<file path="src/rtl/uart_mmio.sv">
// uart_mmio: memory-mapped 8N1 UART with an RX FIFO, a single-byte transmitter
// and status/control registers, sitting on the CPU data bus.
module uart_mmio #(
    parameter int unsigned CLK_HZ     = 25000000,
    parameter int unsigned BAUD       = 115200,
    parameter int unsigned FIFO_DEPTH = 16
) (
    input  logic       clock,
    input  logic       reset_n,
    input  logic       cs,
    input  logic [1:0] address,
    input  logic       rd,
    input  logic       wren,
    input  logic [7:0] data_wr,
    output logic [7:0] q,
    output logic       irq,
    input  logic       rx,
    output logic       tx
);

    localparam int unsigned DIV   = CLK_HZ / BAUD;
    localparam int unsigned CNT_W = $clog2(DIV + 1);
    localparam int unsigned AW    = $clog2(FIFO_DEPTH);
    localparam int unsigned CW    = AW + 1;

    localparam logic [CNT_W-1:0] CNT_HALF  = CNT_W'(DIV / 2);
    localparam logic [CNT_W-1:0] CNT_FULL  = CNT_W'(DIV - 1);
    localparam logic [CW-1:0]    FIFO_FULL = CW'(FIFO_DEPTH);

    localparam logic [1:0] ADDR_DATA   = 2'd0;
    localparam logic [1:0] ADDR_STATUS = 2'd1;
    localparam logic [1:0] ADDR_CTRL   = 2'd2;

    typedef enum logic [1:0] {RX_IDLE, RX_START, RX_DATA, RX_STOP} rx_state_t;
    typedef enum logic [1:0] {TX_IDLE, TX_START, TX_DATA, TX_STOP} tx_state_t;

    // Synchroniser and edge history
    logic r_rx_meta, r_rx_sync, r_rx_prev;

    // Receiver state
    rx_state_t        r_rx_state, w_rx_state_nx;
    logic [CNT_W-1:0] r_rx_cnt, w_rx_cnt_nx;
    logic [2:0]       r_rx_idx, w_rx_idx_nx;
    logic [7:0]       r_rx_shift, w_rx_shift_nx;
    logic             r_rx_wait, w_rx_wait_nx;
    logic             w_rx_push, w_ferr_set;

    // Transmitter state
    tx_state_t        r_tx_state, w_tx_state_nx;
    logic [CNT_W-1:0] r_tx_cnt, w_tx_cnt_nx;
    logic [2:0]       r_tx_idx, w_tx_idx_nx;
    logic [7:0]       r_tx_shift, w_tx_shift_nx;
    logic             r_tx, w_tx_nx;

    // FIFO storage and bookkeeping
    logic [7:0]    r_mem [FIFO_DEPTH];
    logic [AW-1:0] r_wptr, r_rptr;
    logic [CW-1:0] r_count;

    // Flags and control
    logic r_ovr, r_ferr, r_irqen, r_irq;

    // Bus decode and FIFO handshake
    logic w_wr, w_wr_data, w_wr_status, w_wr_ctrl;
    logic w_fifo_empty, w_fifo_full, w_pop, w_push_ok, w_ovr_set;
    logic w_txrdy, w_tx_start;

    assign w_wr        = cs & wren;
    assign w_wr_data   = w_wr & (address == ADDR_DATA);
    assign w_wr_status = w_wr & (address == ADDR_STATUS);
    assign w_wr_ctrl   = w_wr & (address == ADDR_CTRL);

    assign w_fifo_empty = (r_count == '0);
    assign w_fifo_full  = (r_count == FIFO_FULL);
    assign w_pop        = cs & rd & (address == ADDR_DATA) & ~w_fifo_empty;
    // A pop in the same cycle frees the slot, so a full FIFO still accepts.
    assign w_push_ok    = w_rx_push & (~w_fifo_full | w_pop);
    assign w_ovr_set    = w_rx_push & w_fifo_full & ~w_pop;

    assign w_txrdy    = (r_tx_state == TX_IDLE);
    assign w_tx_start = w_wr_data & w_txrdy;

    // Two-flop synchroniser on rx plus one delayed copy for falling-edge detection
    always_ff @(posedge clock or negedge reset_n) begin
        if (!reset_n) begin
            r_rx_meta <= 1'b1;
            r_rx_sync <= 1'b1;
            r_rx_prev <= 1'b1;
        end else begin
            r_rx_meta <= rx;
            r_rx_sync <= r_rx_meta;
            r_rx_prev <= r_rx_sync;
        end
    end

    // Receiver state register
    always_ff @(posedge clock or negedge reset_n) begin
        if (!reset_n) begin
            r_rx_state <= RX_IDLE;
            r_rx_cnt   <= '0;
            r_rx_idx   <= '0;
            r_rx_shift <= '0;
            r_rx_wait  <= 1'b0;
        end else begin
            r_rx_state <= w_rx_state_nx;
            r_rx_cnt   <= w_rx_cnt_nx;
            r_rx_idx   <= w_rx_idx_nx;
            r_rx_shift <= w_rx_shift_nx;
            r_rx_wait  <= w_rx_wait_nx;
        end
    end

    // Receiver next-state: mid-bit sampling, LSB first; a bad stop bit holds until the line idles
    always_comb begin
        w_rx_state_nx = r_rx_state;
        w_rx_cnt_nx   = r_rx_cnt;
        w_rx_idx_nx   = r_rx_idx;
        w_rx_shift_nx = r_rx_shift;
        w_rx_wait_nx  = r_rx_wait;
        w_rx_push     = 1'b0;
        w_ferr_set    = 1'b0;
        case (r_rx_state)
            RX_IDLE: begin
                if (r_rx_prev && !r_rx_sync) begin
                    w_rx_state_nx = RX_START;
                    w_rx_cnt_nx   = CNT_HALF;
                end
            end
            RX_START: begin
                if (r_rx_cnt == '0) begin
                    if (r_rx_sync) begin
                        w_rx_state_nx = RX_IDLE;
                    end else begin
                        w_rx_state_nx = RX_DATA;
                        w_rx_cnt_nx   = CNT_FULL;
                        w_rx_idx_nx   = 3'd0;
                    end
                end else begin
                    w_rx_cnt_nx = r_rx_cnt - CNT_W'(1);
                end
            end
            RX_DATA: begin
                if (r_rx_cnt == '0) begin
                    w_rx_shift_nx = {r_rx_sync, r_rx_shift[7:1]};
                    w_rx_cnt_nx   = CNT_FULL;
                    if (r_rx_idx == 3'd7) begin
                        w_rx_state_nx = RX_STOP;
                    end else begin
                        w_rx_idx_nx = r_rx_idx + 3'd1;
                    end
                end else begin
                    w_rx_cnt_nx = r_rx_cnt - CNT_W'(1);
                end
            end
            RX_STOP: begin
                if (r_rx_wait) begin
                    if (r_rx_sync) begin
                        w_rx_wait_nx  = 1'b0;
                        w_rx_state_nx = RX_IDLE;
                    end
                end else if (r_rx_cnt == '0) begin
                    if (r_rx_sync) begin
                        w_rx_push     = 1'b1;
                        w_rx_state_nx = RX_IDLE;
                    end else begin
                        w_ferr_set   = 1'b1;
                        w_rx_wait_nx = 1'b1;
                    end
                end else begin
                    w_rx_cnt_nx = r_rx_cnt - CNT_W'(1);
                end
            end
            default: begin
                w_rx_state_nx = RX_IDLE;
            end
        endcase
    end

    // FIFO storage; contents are meaningless while empty so no reset is needed
    always_ff @(posedge clock) begin
        if (w_push_ok) begin
            r_mem[r_wptr] <= r_rx_shift;
        end
    end

    // FIFO pointers and occupancy count
    always_ff @(posedge clock or negedge reset_n) begin
        if (!reset_n) begin
            r_wptr  <= '0;
            r_rptr  <= '0;
            r_count <= '0;
        end else begin
            if (w_push_ok) begin
                r_wptr <= r_wptr + AW'(1);
            end
            if (w_pop) begin
                r_rptr <= r_rptr + AW'(1);
            end
            case ({w_push_ok, w_pop})
                2'b10:   r_count <= r_count + CW'(1);
                2'b01:   r_count <= r_count - CW'(1);
                default: r_count <= r_count;
            endcase
        end
    end

    // Sticky flags (set beats clear), interrupt enable and registered interrupt
    always_ff @(posedge clock or negedge reset_n) begin
        if (!reset_n) begin
            r_ovr   <= 1'b0;
            r_ferr  <= 1'b0;
            r_irqen <= 1'b0;
            r_irq   <= 1'b0;
        end else begin
            if (w_ovr_set) begin
                r_ovr <= 1'b1;
            end else if (w_wr_status && data_wr[2]) begin
                r_ovr <= 1'b0;
            end
            if (w_ferr_set) begin
                r_ferr <= 1'b1;
            end else if (w_wr_status && data_wr[3]) begin
                r_ferr <= 1'b0;
            end
            if (w_wr_ctrl) begin
                r_irqen <= data_wr[0];
            end
            r_irq <= r_irqen & (~w_fifo_empty | r_ovr | r_ferr);
        end
    end

    // Transmitter state register; tx idles high
    always_ff @(posedge clock or negedge reset_n) begin
        if (!reset_n) begin
            r_tx_state <= TX_IDLE;
            r_tx_cnt   <= '0;
            r_tx_idx   <= '0;
            r_tx_shift <= '0;
            r_tx       <= 1'b1;
        end else begin
            r_tx_state <= w_tx_state_nx;
            r_tx_cnt   <= w_tx_cnt_nx;
            r_tx_idx   <= w_tx_idx_nx;
            r_tx_shift <= w_tx_shift_nx;
            r_tx       <= w_tx_nx;
        end
    end

    // Transmitter next-state: each of the ten bits is held for DIV clocks
    always_comb begin
        w_tx_state_nx = r_tx_state;
        w_tx_cnt_nx   = r_tx_cnt;
        w_tx_idx_nx   = r_tx_idx;
        w_tx_shift_nx = r_tx_shift;
        w_tx_nx       = r_tx;
        case (r_tx_state)
            TX_IDLE: begin
                w_tx_nx = 1'b1;
                if (w_tx_start) begin
                    w_tx_state_nx = TX_START;
                    w_tx_cnt_nx   = CNT_FULL;
                    w_tx_shift_nx = data_wr;
                    w_tx_nx       = 1'b0;
                end
            end
            TX_START: begin
                if (r_tx_cnt == '0) begin
                    w_tx_state_nx = TX_DATA;
                    w_tx_cnt_nx   = CNT_FULL;
                    w_tx_idx_nx   = 3'd0;
                    w_tx_nx       = r_tx_shift[0];
                    w_tx_shift_nx = {1'b0, r_tx_shift[7:1]};
                end else begin
                    w_tx_cnt_nx = r_tx_cnt - CNT_W'(1);
                end
            end
            TX_DATA: begin
                if (r_tx_cnt == '0) begin
                    w_tx_cnt_nx = CNT_FULL;
                    if (r_tx_idx == 3'd7) begin
                        w_tx_state_nx = TX_STOP;
                        w_tx_nx       = 1'b1;
                    end else begin
                        w_tx_idx_nx   = r_tx_idx + 3'd1;
                        w_tx_nx       = r_tx_shift[0];
                        w_tx_shift_nx = {1'b0, r_tx_shift[7:1]};
                    end
                end else begin
                    w_tx_cnt_nx = r_tx_cnt - CNT_W'(1);
                end
            end
            TX_STOP: begin
                if (r_tx_cnt == '0) begin
                    w_tx_state_nx = TX_IDLE;
                end else begin
                    w_tx_cnt_nx = r_tx_cnt - CNT_W'(1);
                end
            end
            default: begin
                w_tx_state_nx = TX_IDLE;
                w_tx_nx       = 1'b1;
            end
        endcase
    end

    // Read mux: combinational from the register offset
    always_comb begin
        q = 8'h00;
        case (address)
            ADDR_DATA:   q = w_fifo_empty ? 8'h00 : r_mem[r_rptr];
            ADDR_STATUS: q = {4'b0000, r_ferr, r_ovr, w_txrdy, ~w_fifo_empty};
            ADDR_CTRL:   q = {7'b0000000, r_irqen};
            default:     q = 8'h00;
        endcase
    end

    assign irq = r_irq;
    assign tx  = r_tx;

endmodule

</file>
<file path="config.mk">
export PLATFORM = sky130hd
export DESIGN_NAME = uart_mmio
export DESIGN_NICKNAME = d
export VERILOG_FILES = /design/src/rtl/uart_mmio.sv
export SDC_FILE = /design/constraint.sdc
export NUM_CORES = 1
export LEC_CHECK = 0
export ABC_AREA = 1
export CAP_MARGIN = 20
export CORE_MARGIN = 2
export CORE_UTILIZATION = 62
export CTS_CLUSTER_DIAMETER = 80
export CTS_CLUSTER_SIZE = 8
export DETAILED_ROUTE_END_ITERATION = 8
export GPL_TIMING_DRIVEN = 0
export PLACE_DENSITY = 0.8
export SLEW_MARGIN = 20
export SYNTH_ARGS = -nofsm -noshare
export SYNTH_HDL_FRONTEND = slang
export SYNTH_SLANG_ARGS = --single-unit
</file>
<file path="constraint.sdc">
create_clock -name clock -period 3.1 [get_ports clock]
set_input_delay 0.62 -clock clock [delete_from_list [all_inputs] [get_ports clock]]
set_output_delay 0.62 -clock clock [all_outputs]
set_load 0.02 [all_outputs]
</file>
# [Word-level counts from Yosys, hierarchy flattened]
# Memory sizes are Yosys's and may differ from the RTL's.
# Cells that the tools add are included.
[word_totals] register_bits=64 mem_bits_ro=0 mem_count=1 output_inout_bits=10 inputBits=16 latchBits=0 ramBits=128
[op_classes] mux=63 shifts=0 multipliers=0 n_lt_le_gt_ge=0 n_addsub=8 eq_ne=30 n_bitwise=18 div_mod_pow=0 n_reduce_logical=26
[memory_table] name="r_mem" depth=16 word_bits=8 rd=1 rd_ports_with_merged_regs=0 write_ports=1 line_no="56" rtl="logic [7:0] r_mem [FIFO_DEPTH];"
[op_table] cell="$mux W8" count=14
[op_table] cell="$pmux W8 S3" count=3
[op_table] cell="$pmux W8 S4" count=1
[op_table] cell="$ne A2 B2 Y1 const B" count=14
[op_table] cell="$mux W2" count=13
[op_table] cell="$mux W3" count=7
[op_table] cell="$reduce_and A5 Y1" count=4
[op_table] cell="$mux W1" count=19
[op_table] cell="$logic_not A8 Y1" count=2
[op_table] cell="$pmux W2 S4" count=2
[op_table] cell="$sub A8 B1 Y8 const B" count=2
[op_table] cell="$and A1 B1 Y1" count=12
[op_table] cell="$eq A2 B2 Y1 const B" count=6
[op_table] cell="$pmux W3 S2" count=2
[op_table] cell="$pmux W5 S2" count=1
[op_table] cell="$reduce_bool A2 Y1" count=5
[op_table] cell="$add A4 B1 Y4 const B" count=2
[op_table] cell="$eq A2 B1 Y1 const B" count=4
[op_table] cell="$reduce_and A4 Y1" count=2
[op_table] cell="$add A3 B1 Y3 const B" count=2
[op_table] cell="$eq A3 B3 Y1 const B" count=2
[op_table] cell="$logic_not A2 Y1" count=3
[op_table] cell="$ne A3 B3 Y1 const B" count=2
[op_table] cell="$add A5 B1 Y5 const B" count=1
[op_table] cell="other kinds (13)" count=20

# [Logic depth before layout (Yosys ltp)]
# Gate-level depths: netlist (run 1).
[depth] depth_word=7 ltp_mapped=15 ltp_nobuf=15

# [Worst setup path after synthesis (run 1)]
# OpenSTA, ideal clock, no wires.
[synth_path] path_type="register to register" from="reg r_rx_cnt[0]" to="reg r_count[4]" stages_incl_launch_ff=16 path_buffers=0 path_slack_ns=0.854 setup_time_ns=0.117 arrival_time_ns=2.130 path_cell_list="dfrtp_1 inv_1 ha_1 nand3_1 nor2_4 nand2_2 nand3_1 inv_1 ha_1 a21o_1 a31oi_1 inv_1 nand2_1 nand2_1 nand2_1 nand2_1"
[synth_between] elab_chain_len=7 elab_cells_between_ends=9 classes_between="eq/ne (2); mux (4); bitwise (1); reduce/logical (2)"
[synth_lines] element="from (decl)" line_no="42" rtl="logic [CNT_W-1:0] r_rx_cnt, w_rx_cnt_nx;"
[synth_lines] element="from (signal assigned)" line_no="106" rtl="r_rx_cnt <= w_rx_cnt_nx;"
[synth_lines] element="$logic_not A8 Y1 *" line_no="161" rtl="end else if (r_rx_cnt == '0) begin"
[synth_lines] element="$mux W1 *" line_no="161"
[synth_lines] element="$mux W1 *" line_no="156" rtl="if (r_rx_wait) begin"
[synth_lines] element="$mux W1 *" line_no="122" rtl="case (r_rx_state)"
[synth_lines] element="$and A1 B1 Y1 *" line_no="77" rtl="assign w_push_ok = w_rx_push & (~w_fifo_full | w_pop);"
[synth_lines] element="$eq A2 B1 Y1 / $eq A2 B2 Y1 (equally long branches)" line_no="199" rtl="case ({w_push_ok, w_pop})"
[synth_lines] element="$pmux W5 S2 / $reduce_bool A2 Y1 (equally long branches)"
[synth_lines] element="to (signal assigned)" line_no="200" rtl="2'b10: r_count <= r_count + CW'(1);"
[synth_lines] element="to (signal assigned)" line_no="201" rtl="2'b01: r_count <= r_count - CW'(1);"
[synth_lines] element="to (signal assigned)" line_no="202" rtl="default: r_count <= r_count;"
[synth_lines] element="to (decl)" line_no="58" rtl="logic [CW-1:0] r_count;"
# Mark *: on every way between the ends. The rest lies on a longest branch, timed or not.
# A chain may end at the register's enable or synchronous reset.

# [Final worst setup path (run 1)]
[layout_path] from="reg r_rptr[1]" to="out q[6]"
[layout_between] elab_chain_len=3
[layout_lines] element="from (decl)" line_no="57" rtl="logic [AW-1:0] r_wptr, r_rptr;"
[layout_lines] element="from (signal assigned)" line_no="197" rtl="r_rptr <= r_rptr + AW'(1);"
[layout_lines] element="$mem_v2 Z16 W8"
[layout_lines] element="$mux W8" line_no="310" rtl="ADDR_DATA: q = w_fifo_empty ? 8'h00 : r_mem[r_rptr];"
[layout_lines] element="$pmux W8 S3" line_no="309" rtl="case (address)"
[layout_lines] element="to (decl)" line_no="15" rtl="output logic [7:0] q,"
# Every way passes these cells.

==> results.md, run 1 <==
- Wires add up to 21.2 mm.
- At the worst endpoint, the arrival time is 2410 ps.
- For this run, the detailed router's first-pass iteration total came to 7.
- After clock tree synthesis, the setup repair step added 0 buffers.
- Across the VDD grid, the largest voltage drop is 0.474 mV.
- Of the total synthesized cell area, the portion taken by AND, OR, NAND and NOR gates is 0.205.
- The mean number of vias per cell is 5.89.
- The number of DRC violations after detailed routing is 0.
- The portion of synthesized area spent on multiplexers is 0.00559.
- The number of warning messages in the yosys log is 0.
- 26 I/O pins were placed.
- The worst hold path begins at r_rx_meta$_DFF_PN1_.
- The final HPWL from detailed placement is 14.1 mm.
- In this run the static leakage power is 4.27 nW.
- The flow ran to the end, and the final reports show no timing, DRC or antenna violations.
- The die outline width is 124 um.
- On the worst path, the slowest cell contributes a delay of 390 ps.
- At the end of the flow the core is filled with cells to 0.730.
- For this block, wires on met1 add up to 8.23 mm.
- The tree is rooted in a sky130_fd_sc_hd__clkbuf_16.
- Of the synthesized area, sequential elements account for 0.609.
- The first global-routing pass estimated 32.4 mm of wire.
- The top cell types in the final layout, fill and taps aside, are 194 x sky130_fd_sc_hd__nand2_1, 128 x sky130_fd_sc_hd__edfxtp_1, 114 x sky130_fd_sc_hd__nor2_1, 87 x sky130_fd_sc_hd__nand3_1, 78 x sky130_fd_sc_hd__inv_1.
- Along the worst path, the maximum fanout reaches 10.
- The compound-gate portion of the synthesized area is 0.0797.
- At the later pin of the worst-skew pair, clock insertion delay measures 430 ps.
- The vertical die dimension is 124 um.
- The distinct cell type count after synthesis is 39.
- Of the total synthesized cell area, the portion taken by XOR and XNOR cells is 0.0108.
- The achievable frequency is 330 MHz.
- The kind of capture point of the worst setup path is an output pin.
- The number of global-route vias before repair is 6333.
- The critical path in this run is classified as flip-flop to output pin.
- Traced cell by cell, the critical path runs through buf_6, inv_2, buf_6, buf_6, o21ai_0, o211ai_1, nand3_1, a21oi_2, clkdlybuf4s15_2.
- Across every metal layer, demand over resource in global routing totals 0.288.
- The first element of the critical path is r_rptr[1]$_DFFE_PN0P_.
- The startpoint of the worst register-to-register path is r_rx_cnt[0]$_DFFE_PN0P_.
- The leading cell type in the layout, fill and taps excluded is sky130_fd_sc_hd__nand2_1.
- The die outline area is 0.0154 mm^2.
- For this run, the post-layout net count is 990.
- The worst path in the final design needs a cycle of 3030 ps, including I/O delays and setup.
- After synthesis, the largest family of logic cells by area is simple AND/OR/NAND/NOR gates.
- The detailed-route wire length per cell is 18.6 um.
- The register bit count reported by yosys is 192.
- The met2 routed wirelength is 10.5 mm.
- The starting DRC count in detailed routing is 759.
- At the pin with the least slew margin, the transition time is 898 ps.
- The count of endpoints failing setup in the final report is 0.
- After synthesis the cells add up to 0.00895 mm^2.
- The worst slew margin relative to its limit is 0.399.
- The top metal layer carrying routed signals is met4.
- The number of antenna violations at the first check in global routing is 0.
- The kind of start point of the critical path is a flip-flop.
- The area growth from synthesis to final layout is 14.0%.
- In the synthesized netlist, the number of instances is 901.
- In this run the standard cell core region covers 0.0140 mm^2.
- No sink is reached through more buffers than the 2 on the longest clock path.
- In the final layout, the share of cells above drive strength 1 is 0.111.
- On the final layout, the worst clock skew is 5.85 ps.
- Setup repair after global routing could not meet its margin everywhere.
- The sum of negative setup slack is 0 ps.
- The cell with the largest stage delay on the worst path is sky130_fd_sc_hd__dfrtp_1.
- The clock slew at the register clock pins of the worst setup and hold paths is 70 ps.
- The total overflow reported by the global router is 0.
- The cell repeated most along the worst path is sky130_fd_sc_hd__buf_6.
- Entering global routing, the biggest net connects 58 pins.
- The initial standard-cell utilization of the core is 0.640.
- Power spread over the standard cell area amounts to 944 mW/mm^2.
- Of the total synthesized cell area, the portion taken by full adders, half adders and majority gates is 0.0372.
- The number of hold violations in the final report is 0.
- Wire segments on met3 add up to 1.90 mm in the final route.
- For this block, the via count after detailed routing is 6725.
- The total area of sequential cells is 0.00545 mm^2.
- The floorplan has 43 rows.
- The number of diodes added for antenna fixing is 0.
- The number of nets in the synthesized netlist is 943.
- The synthesized area per cell is 9.94 um^2.
- Max-cap violations in this run came to 0.
- The type of the most critical hold path is flip-flop to flip-flop.
- The number of filler instances in the final layout is 952.
- At the worst endpoint, the required time is 2480 ps.
- The final worst-path cycle share is 0.978.
- TritonCTS built the clock tree.
- CTS built an H-tree with a depth of 4.
- The count of nets left with antenna violations after detail routing is 0.
- The number of pins exceeding their max-slew limit in the final report was 0.
- Clock tree synthesis inserted a total of 17 buffers.
- Input and output buffers added on the ports amount to 25.
- At the end of routability-driven placement, the weighted congestion stood at 0.944.
- The number of clock sinks seen by CTS is 192.
- The area taken by multi-input logic gates is 0.00305 mm^2.
- The worst-case register-to-register setup slack is 380 ps.
## state kept, by name (all words and copies together), names as in the netlist, 2 cells and up, named ones only
register and flops:
r_tx_cnt 8, r_tx_shift 8, r_count 5, r_tx_state 2, r_rx_cnt 8, r_wptr 4
r_rx_shift 8, r_tx_idx 3, r_rx_idx 3, r_mem 128, r_rptr 4
## final timing paths
check,endpoint,cells past startpoint
min in group asynchronous,r_tx_cnt[7]$_DFFE_PN0P_,2
worst min-delay path,r_rx_sync$_DFF_PN1_,0
max in group asynchronous,r_rx_meta$_DFF_PN1_,3
worst max register to register,r_mem[2][5]$_DFFE_PP_,10
worst max-delay path,q[6],9
worst min register to register,r_rx_sync$_DFF_PN1_,0
## worst max-delay path, delay by kind of cell, from the launching register on
family / cells / cell delay, ps
simple gates: 1 / 180
compound gates: 3 / 540
buf+inv: 5 / 850
flops: 1 / 390
## stage by stage
step | setup slack (ps) | cells | hold slack, ps | area (um^2) | total power [W]
after global placement | -667 | 1106 | 346 | 9430 | 0.00679
final | 69.5 | 1141 | 355 | 10200 | 0.00964
after global routing | -28.3 | 1141 | 364 | 10200 | 0.0101
after floorplan | 854 | 901 | 324 | 8950 | 0.00586
after CTS | 3.73 | 1141 | 356 | 10200 | 0.00951
after detailed placement | -234 | 1108 | 347 | 9470 | 0.00695
## timing repair
item | CTS | global route
hold buffers | 1 | 0
cloned | 0 | 0
gates resized for setup | 24 | 16
endpoints found under the hold margin | 7 | 0
pin swaps | 0 | 2
setup endpoints to repair | 8 | 30
## metal layers
metal	track usage	vias to the layer above
met5	0	-
li1	-	3123
met3	0.0568	52
met2	0.474	371
met4	0.135	0
met1	0.370	3179
## final cells by class
cell class	count	area share
sequential	192	0.534
multi-input combinational	594	0.298
clock buffer	21	0.0451
inverter	87	0.0320
timing repair buffer	28	0.0272
clock inverter	11	0.0229
tap	180	0.0221
buffer	28	0.0185
## power breakdown
| group | leakage (nW) | switching (W) | internal, W |
|---|---|---|---|
| combinational | 2.04 | 0.00257 | 0.00127 |
| clock | 0.333 | 0.000914 | 0.00163 |
| sequential | 1.90 | 0.000237 | 0.00302 |
| total | 4.27 | 0.00372 | 0.00592 |
## cell usage after synthesis
library cell | count | area [um^2]
sky130_fd_sc_hd__nand2_1 | 194 | 728
sky130_fd_sc_hd__o31ai_1 | 1 | 7.51
sky130_fd_sc_hd__or2_2 | 1 | 6.26
sky130_fd_sc_hd__xor2_1 | 9 | 78.8
sky130_fd_sc_hd__nor3_1 | 6 | 30.0
sky130_fd_sc_hd__nor2_1 | 115 | 432
sky130_fd_sc_hd__buf_6 | 2 | 22.5
sky130_fd_sc_hd__nand3_4 | 1 | 17.5
sky130_fd_sc_hd__xnor2_1 | 2 | 17.5
sky130_fd_sc_hd__buf_2 | 13 | 65.1
sky130_fd_sc_hd__dfstp_2 | 4 | 105
sky130_fd_sc_hd__a31o_2 | 1 | 8.76
sky130_fd_sc_hd__nor2_4 | 4 | 45.0
sky130_fd_sc_hd__o21ai_0 | 73 | 365
sky130_fd_sc_hd__a31oi_1 | 1 | 6.26
sky130_fd_sc_hd__o32ai_1 | 1 | 8.76
sky130_fd_sc_hd__clkbuf_1 | 9 | 33.8
sky130_fd_sc_hd__nand4_1 | 4 | 25.0
sky130_fd_sc_hd__o211ai_1 | 17 | 128
sky130_fd_sc_hd__fa_1 | 1 | 20.0
sky130_fd_sc_hd__nand2_2 | 7 | 43.8
sky130_fd_sc_hd__a21oi_1 | 18 | 90.1
sky130_fd_sc_hd__buf_4 | 4 | 30.0
sky130_fd_sc_hd__nor2_2 | 2 | 12.5
sky130_fd_sc_hd__a21o_1 | 1 | 7.51
sky130_fd_sc_hd__ha_1 | 25 | 313
sky130_fd_sc_hd__o22ai_1 | 1 | 6.26
sky130_fd_sc_hd__mux2i_1 | 5 | 50.1
sky130_fd_sc_hd__inv_1 | 78 | 293
sky130_fd_sc_hd__o21ai_2 | 8 | 70.1
sky130_fd_sc_hd__nand3_1 | 87 | 435
sky130_fd_sc_hd__nand3b_1 | 1 | 7.51
sky130_fd_sc_hd__edfxtp_1 | 128 | 3840
sky130_fd_sc_hd__o21ai_1 | 3 | 15.0
sky130_fd_sc_hd__dfrtp_1 | 60 | 1500
sky130_fd_sc_hd__nand3_2 | 4 | 40.0
sky130_fd_sc_hd__clkinv_1 | 2 | 7.51
sky130_fd_sc_hd__nor3_2 | 1 | 10.0
sky130_fd_sc_hd__inv_2 | 7 | 26.3
## logic make-up (layout without fill, tap and decap cells)
kind of cell / after synthesis / after routing
AND/OR/NAND/NOR: 427 / 427
flip-flops: 192 / 192
AO/OA/AOI/OAI: 125 / 125
buffers and inverters: 115 / 175
adder cells (fa/ha/maj): 26 / 26
XOR/XNOR: 11 / 11
multiplexers: 5 / 5
Note: power is estimated with default switching activity, not from simulation.
==> run 2: changes to the inputs <==
--- a/config.mk
+++ b/config.mk
@@ -10,7 +10,6 @@
 export CORE_MARGIN = 2
 export CORE_UTILIZATION = 62
 export CTS_CLUSTER_DIAMETER = 80
-export CTS_CLUSTER_SIZE = 8
 export DETAILED_ROUTE_END_ITERATION = 8
 export GPL_TIMING_DRIVEN = 0
 export PLACE_DENSITY = 0.8
==> results of run 2 <==
Same layout as run 1: the final DEF is identical, and so are final timing and power.
